`src/rtl/traffic_phase_sched.sv`:
```
// traffic_phase_sched
//   Two-road intersection phase scheduler. Drives road A / road B lamps through
//   green, yellow and all-red clearance. A green ends on vehicle / pedestrian
//   demand, bounded by a minimum and a maximum green time. A latched pedestrian
//   request inserts a walk phase after the all-red of the side being left.
//
// Ports
//   clk      in   single clock
//   reset    in   synchronous, active-high
//   Ta, Tb   in   vehicle present on road A / road B
//   ped_req  in   pedestrian button (level or pulse), latched on any cycle
//   LA, LB   out  lamps, one-hot {red, yellow, green}
//   walk     out  pedestrian walk lamp
//   phase    out  current state code (debug)
module traffic_phase_sched #(
  parameter int unsigned TICK_DIV  = 50_000_000,
  parameter int unsigned GREEN_MIN = 5,
  parameter int unsigned GREEN_MAX = 20,
  parameter int unsigned YELLOW_T  = 3,
  parameter int unsigned ALLRED_T  = 1,
  parameter int unsigned PED_T     = 8
) (
  input  logic       clk,
  input  logic       reset,
  input  logic       Ta,
  input  logic       Tb,
  input  logic       ped_req,
  output logic [2:0] LA,
  output logic [2:0] LB,
  output logic       walk,
  output logic [2:0] phase
);

  typedef enum logic [2:0] {
    GRN_A  = 3'd0,
    YEL_A  = 3'd1,
    RED_A  = 3'd2,
    WALK_A = 3'd3,
    GRN_B  = 3'd4,
    YEL_B  = 3'd5,
    RED_B  = 3'd6,
    WALK_B = 3'd7
  } state_t;

  localparam int unsigned PW = (TICK_DIV > 1) ? $clog2(TICK_DIV) : 1;

  localparam logic [PW-1:0] C_TDIV = PW'(TICK_DIV - 1);
  localparam logic [7:0]    C_GMIN = 8'(GREEN_MIN);
  localparam logic [7:0]    C_GMAX = 8'(GREEN_MAX);
  localparam logic [7:0]    C_YEL  = 8'(YELLOW_T);
  localparam logic [7:0]    C_AR   = 8'(ALLRED_T);
  localparam logic [7:0]    C_PED  = 8'(PED_T);

  localparam logic [2:0] L_RED = 3'b100;
  localparam logic [2:0] L_YEL = 3'b010;
  localparam logic [2:0] L_GRN = 3'b001;

  state_t         r_state;
  state_t         w_next;
  logic [PW-1:0]  r_presc;
  logic [7:0]     r_ph_cnt;
  logic           r_ped_pend;
  logic           w_tick;
  logic [7:0]     w_n;
  logic           w_dem_a;
  logic           w_dem_b;
  logic           w_trans;
  logic           w_enter_walk;

  // Free-running prescaler; never realigned on a state change, so every state
  // begins on a tick boundary.
  assign w_tick = (r_presc == C_TDIV);

  always_ff @(posedge clk) begin
    if (reset)       r_presc <= '0;
    else if (w_tick) r_presc <= '0;
    else             r_presc <= r_presc + 1'b1;
  end

  // Ticks completed including the current one, saturating.
  assign w_n = (r_ph_cnt == 8'hFF) ? 8'hFF : r_ph_cnt + 8'd1;

  assign w_dem_a = Tb | r_ped_pend;
  assign w_dem_b = Ta | r_ped_pend;

  always_comb begin
    w_next = r_state;
    if (w_tick) begin
      case (r_state)
        GRN_A:  if (((w_n >= C_GMIN) && w_dem_a && !Ta) ||
                    ((w_n >= C_GMAX) && w_dem_a))          w_next = YEL_A;
        YEL_A:  if (w_n == C_YEL)                          w_next = RED_A;
        RED_A:  if (w_n == C_AR) w_next = r_ped_pend ? WALK_A : GRN_B;
        WALK_A: if (w_n == C_PED)                          w_next = GRN_B;
        GRN_B:  if (((w_n >= C_GMIN) && w_dem_b && !Tb) ||
                    ((w_n >= C_GMAX) && w_dem_b))          w_next = YEL_B;
        YEL_B:  if (w_n == C_YEL)                          w_next = RED_B;
        RED_B:  if (w_n == C_AR) w_next = r_ped_pend ? WALK_B : GRN_A;
        WALK_B: if (w_n == C_PED)                          w_next = GRN_A;
        default:                                           w_next = GRN_A;
      endcase
    end
  end

  // w_next differs from r_state only in a tick cycle.
  assign w_trans      = (w_next != r_state);
  assign w_enter_walk = w_trans && ((w_next == WALK_A) || (w_next == WALK_B));

  always_ff @(posedge clk) begin
    if (reset) begin
      r_state  <= GRN_A;
      r_ph_cnt <= '0;
    end else begin
      r_state <= w_next;
      if (w_tick) r_ph_cnt <= w_trans ? 8'd0 : w_n;
    end
  end

  // A press coinciding with walk entry stays latched for the next crossing.
  always_ff @(posedge clk) begin
    if (reset)             r_ped_pend <= 1'b0;
    else if (ped_req)      r_ped_pend <= 1'b1;
    else if (w_enter_walk) r_ped_pend <= 1'b0;
  end

  always_comb begin
    LA = L_RED;
    LB = L_RED;
    case (r_state)
      GRN_A:   LA = L_GRN;
      YEL_A:   LA = L_YEL;
      GRN_B:   LB = L_GRN;
      YEL_B:   LB = L_YEL;
      default: ;
    endcase
  end

  assign walk  = (r_state == WALK_A) || (r_state == WALK_B);
  assign phase = r_state;

endmodule

```
`config.mk`:
```
export PLATFORM = sky130hd
export DESIGN_NAME = traffic_phase_sched
export DESIGN_NICKNAME = d
export VERILOG_FILES = /design/src/rtl/traffic_phase_sched.sv
export SDC_FILE = /design/constraint.sdc
export NUM_CORES = 1
export LEC_CHECK = 0
export CORE_MARGIN = 1
export CORE_UTILIZATION = 60
export CTS_CLUSTER_DIAMETER = 120
export DETAILED_ROUTE_END_ITERATION = 8
export DONT_BUFFER_PORTS = 1
export PLACE_DENSITY_LB_ADDON = 0.1
export SYNTH_ARGS = -nofsm -noshare
export SYNTH_HDL_FRONTEND = slang
export SYNTH_SLANG_ARGS = --single-unit
```
`constraint.sdc`:
```
create_clock -name clk -period 6.8 [get_ports clk]
set_clock_uncertainty 0.05 [all_clocks]
set_input_delay 0.68 -clock clk [delete_from_list [all_inputs] [get_ports clk]]
set_output_delay 0.68 -clock clk [all_outputs]
set_load 0.02 [all_outputs]
```
Word level (Yosys, flattened, before mapping). Index checks and enable logic that the tools add are counted.

Bits in registers: 38. Latch bits: 0. Bits in writable memories: 0. Memory bits (read-only): 0. Input bits: 5. Output and inout port bits: 10. Logic and storage cells: 59. Memories kept: 0.

Add/subtract/negate cells: 2. Multiply operators: 0. Div/mod/pow operators: 0. Order comparisons: 2. Equal/unequal tests: 15. Shift-type cells: 0. Multiplexer cells: 18. Bitwise gates (word level): 2. Reductions and logical operators: 16.

Operator list (number): 3-bit two-way mux (11); 26-bit by 1-bit adder with 26-bit output, second input constant (1); 26-bit == test, second input constant (1); 3-bit one-hot mux with 8 select lines (1); 8-bit two-way mux (2); 3-bit == test, second input constant (5); 3-bit one-hot mux with 2 select lines (2); 3-bit by 2-bit == test with 1-bit output, second input constant (3); 8-bit by 1-bit adder with 8-bit output, second input constant (1); 8-bit by 1-bit == test with 1-bit output, second input constant (1); 8-bit by 2-bit == test with 1-bit output, second input constant (1); 8-bit by 4-bit == test with 1-bit output, second input constant (1); 8-bit == test, second input constant (1); 8-bit by 3-bit greater-or-equal comparator with 1-bit output, second input constant (1); 8-bit by 5-bit greater-or-equal comparator with 1-bit output, second input constant (1); 1-bit logical AND (7); 1-bit logical OR (4); 3-bit by 1-bit == test with 1-bit output, second input constant (1); 3-bit zero test (1); 3-bit != test (1); 1-bit zero test (2); 1-bit two-way mux (2); 1-bit bitwise OR (2); 2-bit nonzero test (1); 2-bit OR reduction (1).

Logic depth before layout (Yosys ltp). Gate-level depths: netlist of the first run.

Depth after elaboration: 14. Gate-level depth with buffers: 11. Depth with buffers taken out: 9.

Worst setup path after synthesis of the first run. No wires, ideal clock.

Path kind: flip-flop to flip-flop. From: register r_ph_cnt[1]. To: register r_ph_cnt[6]. Setup time: 0.070 ns. Arrival time: 2.574 ns. Data required time: 6.680 ns. Setup slack: 4.107 ns. Stages on the path, launching flop included: 12. Buffers on the path: 2. Period minus slack after synthesis: 2.693 ns. Cell sequence: dfxtp_1 -> ha_1 -> clkbuf_1 -> nand2_1 -> a2111o_1 -> and3b_1 -> o31ai_1 -> nand4_1 -> a31oi_2 -> buf_6 -> o31ai_1 -> a21oi_1.

Cells in the longest elaborated chain, start to end: 11. Elaborated cells on any way between the ends: 28. Classes of those cells: 1 x add/sub; 2 x order compare; 5 x eq/ne; 12 x mux; 8 x reduce/logical.

RTL lines: start, declared (RTL line 61) `logic [7:0] r_ph_cnt;`; start signal, assigned (RTL line 115) `if (w_tick) r_ph_cnt <= w_trans ? 8'd0 : w_n;`; 8-bit by 1-bit adder with 8-bit output / 8-bit == test (equally long branches) (RTL line 81) `assign w_n = (r_ph_cnt == 8'hFF) ? 8'hFF : r_ph_cnt + 8'd1;`; 8-bit two-way mux * (RTL line 81); 8-bit by 3-bit greater-or-equal comparator with 1-bit output (RTL line 90, 95); 1-bit logical AND, on equally long branches (2 in series) (RTL line 95, 90); 1-bit logical OR, on equally long branches (RTL line 95, 90); 3-bit two-way mux, on equally long branches (RTL line 95, 90); 3-bit one-hot mux with 8 select lines (RTL line 89) `case (r_state)`; 3-bit two-way mux (RTL line 88) `if (w_tick) begin`; 3-bit != test (RTL line 106) `assign w_trans = (w_next != r_state);`; 8-bit two-way mux * (RTL line 115).

Every way passes the cells marked *; elsewhere a longest branch is shown, timed or not. A chain may end at the register's enable or synchronous reset.

Worst setup path after layout of the first run.
From: register r_ph_cnt[0]. To: register r_ph_cnt[4].

Same word-level chain as after synthesis.

==> impl_metrics.yaml, run 1 <==
worst_hold_path:
  min_to: "r_ped_pend"
  worstHoldStart: "reset"
  whs_path_depth: 1
  holdCritPathClass: "in2reg"
route:
  wl_met1_um: 2370
  firstDrtPassIters: 5
  ant_nets: 0
  dr.max_layer_used: "met4"
  num_vias: 2092
  routedWlPerCell_um: 14.60
  initialDrtViolationCount: 156
  wl_met3_um: 384
  wl_met2_um: 2055
  routed_via_density: 6.263
  wirelength_um: 4877
  drc_errors: 0
die:
  fp-row-count: 21
  die_h_um: 63.44
  initial_utilization_pct: 65.30
  die-width_um: 63.44
  core_area_um2: 3468
  num_io_pins: 15
  dieArea_um2: 4024
critical_path:
  reg2regPathDepth: 9
  critPathArrivalTime_ps: 3560
  path_max_fanout: 12
  cp-start-kind: "flop"
  r2r_slack_ps: 3410
  required_ps: 6960
  endpoint_kind: "flop"
  path_class: "reg2reg"
  r2r_end: "r_ph_cnt[4]"
  r2r_start: "r_ph_cnt[0]"
clock_tree:
  cts_made_buffers: 5
  cts_tree: "done"
  cts_buffer_depth: 2
  cts_hold_buffers: 0
  postCtsResizedCells: 0
  cts_setup_buffers: 0
  clock_sinks: 38
  clock_latency_ps: 290
  cts-root-buf: "clkbuf_8"
  htree_levels: 2
  cts.reportedPaths.clkPinSlew_ps: 80
synth:
  synth_edf_count: 0
  synthFlopType: "dfxtp_1"
  synth_cell_types: 53
  yosysTopAreaCellShare_pct: 33.59
  ys_async_sr_fraction_pct: 0
  synthesis.nets: 301
  seq_area_frac_synth_pct: 33.59
  syn_inst: 294
  syn_avg_cell_area_um2: 7.703
  yosysTopAreaCell: "dfxtp_1"
  yosys_warnings: 0
  ys_ff_latch: 38
  netlist_area_um2: 2265
  synth_area_leaders: "dfxtp_1 34%, xor2_1 6.6%, nor2_1 6.3%"
timing:
  worst_pin_slew_ps: 899.4
  finalSetupViolations: 0
  hold_viol_final: 0
  max_slew_margin_pct: 39.90
  tns_ps: 0
  min_period_ps: 3395
  drv_slew: 0
  rsz0062_at_grt: "false"
  whs_ps: 394.4
  period_share_pct: 49.92
  max_freq_ghz: 0.2946
global_route:
  grt_pass1_wl_um: 8569
  grt_pass1_vias: 1915
  antenna_found_initial: 0
  overflow: 0
  grtUsageTotal_pct: 26.51
  grt_max_degree: 29
layout:
  multiInputGateArea_um2: 1415
  syn2layout_area_growth_pct: 3.812
  nets: 294
  drive_gt1_share_pct: 3.819
  antenna_cells: 0
  fillers: 310
  seqCellArea_um2: 760.7
power:
  power_density_nw_per_um2: 167.9
  p_leak_nw: 0.8378
  ir_worst_vdd_mv: 0.1497
placed_design:
  dpl.hpwl_um: 3536
  numPortBuffers: 0
  place_congestion: 0.9202
run_status:
  outcome: "completed"
flow_run:
  cap_violations: 0
-- worst max-delay path by stage --
stage,from,end,depth (start not counted)
floorplan,r_ph_cnt[1],r_ph_cnt[6],11
global placement,r_ph_cnt[0],r_ph_cnt[4],9
detailed placement,r_ph_cnt[0],r_ph_cnt[4],9
CTS,r_ph_cnt[0],r_ph_cnt[4],9
global route,r_ph_cnt[0],r_ph_cnt[6],9
finish,r_ph_cnt[0],r_ph_cnt[4],9
-- cells by family after synthesis --
family,Yosys count,share of synthesized area [%]
DFF,38,33.59
and+or+nand+nor,148,32.87
xor gates and xnor gates,23,8.895
buffers and inverters,21,3.923
adders and majority gates,2,1.105
AOI/OAI and AO/OA,61,19.17
muxes,1,0.4420
-- cell usage in the layout (no fill, tap or decap), types with 3 or more instances in the layout --
master	netlist	final
and3_1	12	12
nand2b_1	4	4
or3_1	6	6
nand4_1	6	6
a41oi_1	3	3
xor2_1	17	17
a21oi_1	8	8
o21a_1	4	4
inv_1	7	7
o211ai_1	4	4
and2_1	3	3
nor2_1	38	38
nand3_1	16	16
clkbuf_8	0	6
dfxtp_1	38	38
o21ai_0	14	14
xnor2_1	6	6
nor4_1	3	3
nor4b_1	4	4
a31oi_1	4	4
nor3_1	10	10
nand2_1	35	35
-- worst max-delay path, stage by stage (launching register included) --
cell	delay (ps)
dfxtp_1	520
ha_1	450
nand4_1	300
o21ai_0	460
o21ai_0	200
o31ai_1	330
nand4_1	180
a31oi_2	500
a41oi_1	180
a21oi_1	140
-- cell usage after synthesis, drive strengths merged (4+ instances only) --
cell / n
nand4: 6
xnor2: 6
and3: 12
nand2: 35
clkbuf: 11
a21oi: 8
nand3: 16
nand2b: 4
nor4b: 4
nor3: 10
dfxtp: 38
o21a: 4
or3: 6
o211ai: 4
o21ai: 15
xor2: 17
inv: 7
nor2: 38
a31oi: 5
-- layout make-up --
cell class	instances	area share, %
well taps	46	2.448
inverters	7	1.118
clock inverters	1	0.2129
flip-flops and latches	38	32.36
clock buffers	7	3.672
multi-input cells	235	60.19
-- where the power goes --
part / switching (mW) / total, mW / internal, mW / leakage, nW
registers: 0.00283 / 0.227 / 0.224 / 0.307
clock network: 0.0775 / 0.159 / 0.0818 / 0.0482
logic: 0.00540 / 0.00826 / 0.00286 / 0.483
-- metrics by stage --
step,util [%],area [um2],total power [mW],setup WS (ps),std cells
2_1_floorplan,-,2265,0.2381,4107,294
3_3_place_gp,65.15,2260,0.2402,3532,326
3_5_place_dp,65.15,2260,0.2406,3518,326
4_1_cts,67.79,2351,0.3976,3501,334
5_1_grt,67.79,2351,0.4084,2973,334
6_report,67.79,2351,0.3947,3405,334
-- per-layer routing --
metal	vias up	track usage [%]
met5	-	0
met4	0	9.659
met3	9	7.246
met2	87	37.90
met1	950	37.51
li1	1046	-
-- state kept, by name, summed over array words and instances, names as in the netlist --
signal	count
phase	3
r_ped_pend	1
r_presc	26
r_ph_cnt	8
Note: power is estimated with default switching activity, not from simulation.
==> run 2: changes to the inputs <==
- clock period: 6.8 -> 3.5 ns (I/O delays scaled with it)
==> run 2 against run 1 <==
Critical path depth unchanged. Combinational power increased by 120%. Design area rose by 3.8%. Register-to-register slack lost 3100 ps. Sequential share of layout area is 1.2 points lower. Sequential cell count unchanged. Sequential power grew 94%. Total power up 130%. Maximum frequency grew 6.7%. Critical path type unchanged. Highest routed layer unchanged.
==> impl_metrics.yaml, run 2 (synthesis gave the netlist of run 1 again) <==
timing:
  rsz0062_at_grt: "false"
  drv_slew: 0
  finalSetupViolations: 0
  max_freq_ghz: 0.3144
  worst_slack_ps: 319.4
  period_share_pct: 90.87
  worst_pin_slew_ps: 865.1
  hold_viol_final: 0
  max_slew_margin_pct: 41.94
  min_period_ps: 3181
  tns_ps: 0
die:
  die_h_um: 63.44
  initial_utilization_pct: 65.30
  dieArea_um2: 4024
  num_io_pins: 15
  die-width_um: 63.44
  fp-row-count: 21
  core_area_um2: 3468
route:
  num_vias: 2103
  ant_nets: 0
  routedWlPerCell_um: 14.68
  firstDrtPassIters: 7
  wirelength_um: 4962
  routed_via_density: 6.222
  drc_errors: 0
  initialDrtViolationCount: 174
critical_path:
  reg2regPathDepth: 9
  critPathArrivalTime_ps: 3360
  required_ps: 3680
  path_max_fanout: 12
  cp-start-kind: "flop"
  path_class: "reg2reg"
  r2r_start: "r_ph_cnt[0]"
  r2r_end: "r_ph_cnt[4]"
  r2r_slack_ps: 320
  endpoint_kind: "flop"
placed_design:
  pre_cts_ws_ps: 289.7
  place_congestion: 0.9217
  numPortBuffers: 0
  dpl.hpwl_um: 3528
clock_tree:
  clock_latency_ps: 290
  cts_made_buffers: 5
  cts.reportedPaths.clkPinSlew_ps: 70
  clock_sinks: 38
  cts_tree: "done"
  cts-root-buf: "clkbuf_8"
  htree_levels: 2
  cts_buffer_depth: 2
layout:
  multiInputGateArea_um2: 1424
  layout_common_cells: "38 x nor2_1, 38 x dfxtp_1, 35 x nand2_1"
  largest_reg_flops: 26
  seqCellArea_um2: 760.7
  fillers: 290
  syn2layout_area_growth_pct: 7.790
  nets: 298
  regMostFlops: "r_presc"
  drive_gt1_share_pct: 5.479
  antenna_cells: 0
global_route:
  grtUsageTotal_pct: 26.46
  grt_max_degree: 16
  overflow: 0
  grt_pass1_vias: 1867
  antenna_found_initial: 0
  grt_pass1_wl_um: 8438
power:
  combPwrFrac_pct: 2.0
  netSwitchingFraction_pct: 18.74
  p_int_uw: 746.8
  power_density_nw_per_um2: 376.5
  p_leak_nw: 0.8817
  ir_worst_vdd_mv: 0.3082
  p_clk_share_pct: 50.0
  p_sw_uw: 172.2
  seqPwrFrac_pct: 48.0
worst_hold_path:
  holdCritPathClass: "in2reg"
  whs_path_depth: 1
  min_to: "phase[0]"
  worstHoldStart: "reset"
flow_run:
  cap_violations: 0
run_status:
  outcome: "completed"
run 2: cell count changes in the layout (fill, tap and decap cells not counted), sizes merged:
cell	delta
clkinv	-1
clkbuf	-1
buf	+4
bufinv	+2
run 2: final cells by class:
class	count	area share, %
clock buffer	6	3.383
multi-input combinational	235	58.33
sequential	38	31.16
tap	46	2.358
inverter	7	1.076
clock inverter	2	2.460
timing repair buffer	4	1.230
run 2: critical path, stage by stage, from the launching register on:
cell and delay, ps:
dfxtp_1 520, ha_1 470, nand2_1 200, a2111o_1 450
and3b_1 190, o31ai_1 310, nand4_1 230, a31oi_4 400
a41oi_1 160, a21oi_1 140
run 2: how the worst max path moves through the flow:
stage                      from          end  cells past startpoint  slack [ps]
floorplan           r_ph_cnt[1]  r_ph_cnt[6]                     11         810
global placement    r_ph_cnt[0]  r_ph_cnt[4]                      9         370
detailed placement  r_ph_cnt[0]  r_ph_cnt[6]                      9         290
CTS                 r_ph_cnt[0]  r_ph_cnt[6]                      9         260
global route        r_ph_cnt[0]  r_ph_cnt[4]                      9          50
finish              r_ph_cnt[0]  r_ph_cnt[4]                      9         320
run 2: per-layer routing:
layer | global-route usage [%] | routed length [um] | up-vias
met2 | 39.36 | 2129 | 80
met3 | 5.616 | 365 | 10
met1 | 36.76 | 2379 | 954
li1 | - | - | 1059
met5 | 0 | 0 | -
met4 | 10.80 | 87 | 0
run 2: repair_timing:
item	4_1_cts	5_1_grt
resized for setup	0	2
buffers inserted	0	0
hold buffers	0	0
setup endpoints to repair	0	8
run 2: per-stage QoR:
step           instances  utilization (%)  power, mW  instance area, um2  hold slack [ps]
6_report             338            70.38     0.9190                2441            69.80
4_1_cts              338            70.13     0.9241                2432            66.80
5_1_grt              338            70.38     0.9465                2441            64.46
2_1_floorplan        294                -     0.4626                2265            369.1
3_3_place_gp         330            66.02     0.4688                2290            373.7
3_5_place_dp         330            66.02     0.4692                2290            374.9
run 2: power by group through the flow:
stage | logic, mW | clock network, mW | registers [mW]
global route | 0.0204 | 0.484 | 0.442
floorplan | 0.0129 | 0 | 0.450
global placement | 0.0176 | 0 | 0.451
detailed placement | 0.0180 | 0 | 0.451
finish | 0.0181 | 0.460 | 0.441
CTS | 0.0180 | 0.465 | 0.441
==> run 3: changes to the inputs <==
--- a/config.mk
+++ b/config.mk
@@ -7,2 +7,3 @@
 export LEC_CHECK = 0
+export ABC_AREA = 1
 export CORE_MARGIN = 1
--- a/constraint.sdc
+++ b/constraint.sdc
@@ -4,2 +4,2 @@
 set_output_delay 0.35 -clock clk [all_outputs]
-set_load 0.02 [all_outputs]
+set_load 0.1 [all_outputs]
==> run 3 against run 2 <==
Clock power fell by 34%. Global-route usage fell by 1.0 points. Sequential cell count unchanged. Non-clock buffer count up 6. Worst setup slack improved by 610 ps. Wire length is 8.3% lower. Cell count increased by 18%. Register-to-register slack better by 610 ps. Via count fell by 0.29%. Sequential power about the same. Die area rose by 1.2%. Critical path type unchanged. Critical endpoint is now r_presc[15]. Highest routed layer unchanged.
==> impl_metrics.yaml, run 3 <==
run_status:
  outcome: "completed"
clock_tree:
  postCtsResizedCells: 0
  cts_buffer_depth: 2
  cts_setup_buffers: 0
  cts.reportedPaths.clkPinSlew_ps: 70
  clock_sinks: 38
  cts_made_buffers: 5
  htree_levels: 2
  cts_hold_buffers: 0
  cts-root-buf: "clkbuf_8"
  clock_latency_ps: 290
  cts_tree: "done"
die:
  core_area_um2: 3661
  die_h_um: 63.81
  dieArea_um2: 4072
  fp-row-count: 22
  num_io_pins: 15
  die-width_um: 63.81
  initial_utilization_pct: 62.61
timing:
  period_share_pct: 73.54
  worst_pin_slew_ps: 761.4
  max_freq_ghz: 0.3885
  finalSetupViolations: 0
  rsz0062_at_grt: "false"
  max_slew_margin_pct: 49.18
  drv_slew: 0
  min_period_ps: 2574
  tns_ps: 0
  hold_viol_final: 0
  whs_ps: 61.29
synth:
  synthesis.nets: 345
  yosysMostFrequentCell: "nand2_1"
  synth_area_leaders: "dfxtp_1 33%, nand2_1 11%, inv_1 7.5%"
  yosysTopAreaCellShare_pct: 33.19
  syn_avg_cell_area_um2: 6.782
  synth_edf_count: 0
  syn_inst: 338
  netlist_area_um2: 2292
  synthTopCellsByCount: "67 x nand2_1, 46 x inv_1, 38 x dfxtp_1, 38 x nor2_1, 25 x nand3_1"
  seq_area_frac_synth_pct: 33.19
  yosys_warnings: 0
  ys_ff_latch: 38
  ys_async_sr_fraction_pct: 0
  synthFlopType: "dfxtp_1"
  yosysTopAreaCell: "dfxtp_1"
  synth_cell_types: 37
critical_path:
  r2r_end: "r_presc[15]"
  path_max_fanout: 23
  r2r_start: "r_presc[12]"
  cp_common_cell: "nor2_1"
  r2r_slack_ps: 930
  critical-path-max-stage-delay_ps: 630
  reg2regPathDepth: 8
  crit_family: "simple AND/OR/NAND/NOR gates"
  critPathArrivalTime_ps: 2710
  worstPathCellList: "nand2_1 > nor2_1 > nand4_1 > nor2_1 > nor2_1 > inv_1 > nor2_1 > o21a_1"
  path_buf_inv: 1
  endpoint_kind: "flop"
  cp-start-kind: "flop"
  cpMaxStageDelayCell: "inv_1"
  path_class: "reg2reg"
  required_ps: 3630
route:
  wirelength_um: 4550
  drc_errors: 0
  num_vias: 2097
  ant_nets: 0
  firstDrtPassIters: 4
  routedWlPerCell_um: 11.38
  routed_via_density: 5.243
  initialDrtViolationCount: 133
worst_hold_path:
  worstHoldStart: "reset"
  holdCritPathClass: "in2reg"
  whs_path_depth: 1
  min_to: "r_ped_pend"
layout:
  regMostFlops: "r_presc"
  largest_reg_flops: 26
  layout_common_cells: "67 x nand2_1, 46 x inv_1, 38 x dfxtp_1"
  antenna_cells: 0
  drive_gt1_share_pct: 19.03
  fin_cells: 400
  nets: 358
  syn2layout_area_growth_pct: 9.552
  layout.cells.most_common: "nand2_1"
placed_design:
  place_congestion: 0.8998
  numPortBuffers: 0
  place_inst: 392
  dpl.hpwl_um: 3546
global_route:
  grt_pass1_wl_um: 8162
  grtUsageTotal_pct: 25.42
  overflow: 0
  grt_pass1_vias: 1958
  grt_max_degree: 24
  antenna_found_initial: 0
power:
  ir_worst_vdd_mv: 0.3089
  seqPwrFrac_pct: 57.5
  p_leak_nw: 1.029
  p_clk_share_pct: 39.9
  p_int_uw: 600.7
  p_sw_uw: 162.6
  netSwitchingFraction_pct: 21.30
  p_total_uw: 763.3
  combPwrFrac_pct: 2.5
  power_density_nw_per_um2: 304.0
flow_run:
  cap_violations: 0
==> run 3: cell count changes in the layout (fill, tap and decap cells not counted), moves of 9 or more <==
cell     previous run  this run
a21oi_1             8        19
nand3_1            16        25
nand2_2             0         9
nand2_1            35        67
and3_1             12         1
inv_1               7        46
xor2_1             17         1
nor2_2              0        10
==> run 3: per-stage QoR <==
stage	setup slack, ps	instance area [um2]	utilization, %
floorplan	128.4	2297	-
global placement	1010	2420	66.10
detailed placement	907.1	2420	66.10
CTS	915.4	2511	68.59
global route	653.3	2511	68.59
finish	926.1	2511	68.59
==> run 3: how the worst max path moves through the flow <==
| stage | slack, ps | from | depth (start not counted) | to |
|---|---|---|---|---|
| floorplan | 130 | phase[0] | 10 | phase[2] |
| global placement | 1010 | r_presc[12] | 8 | r_presc[15] |
| detailed placement | 910 | r_presc[12] | 8 | r_presc[15] |
| CTS | 920 | r_presc[12] | 8 | r_presc[15] |
| global route | 650 | r_presc[12] | 8 | r_presc[15] |
| finish | 930 | r_presc[12] | 8 | r_presc[15] |
==> run 3: kinds of logic after synthesis <==
| logic type | share of synthesized area [%] |
|---|---|
| compound gates | 11.79 |
| xor+xnor | 0.7643 |
| buf+inv | 9.553 |
| simple gates | 43.61 |
| flops | 33.19 |
| fa+ha+maj | 1.092 |
==> run 3: power groups by stage <==
stage                     logic, mW  registers (mW)  clock network [mW]
after floorplan              0.0165           0.448                   0
after global placement       0.0191           0.449                   0
after detailed placement     0.0195           0.449                   0
after CTS                    0.0195           0.439               0.314
after global routing         0.0220           0.439               0.334
final                        0.0193           0.439               0.305
==> run 3: final cells by class <==
cell class / count / area, um2
multi-input combinational: 243 / 1323
sequential: 38 / 760.7
tap: 48 / 60.06
timing repair buffer: 10 / 75.07
inverter: 53 / 201.4
fill: 325 / 1150
clock buffer: 7 / 86.33
clock inverter: 1 / 5.005
==> run 3: layer usage <==
| layer | vias to the layer above | track usage, % | share of wire [%] |
|---|---|---|---|
| li1 | 1128 | - | - |
| met1 | 916 | 31.25 | 48 |
| met2 | 44 | 42.69 | 46 |
| met3 | 9 | 5.714 | 4.2 |
| met4 | 0 | 10.23 | 1.8 |
| met5 | - | 0 | 0 |
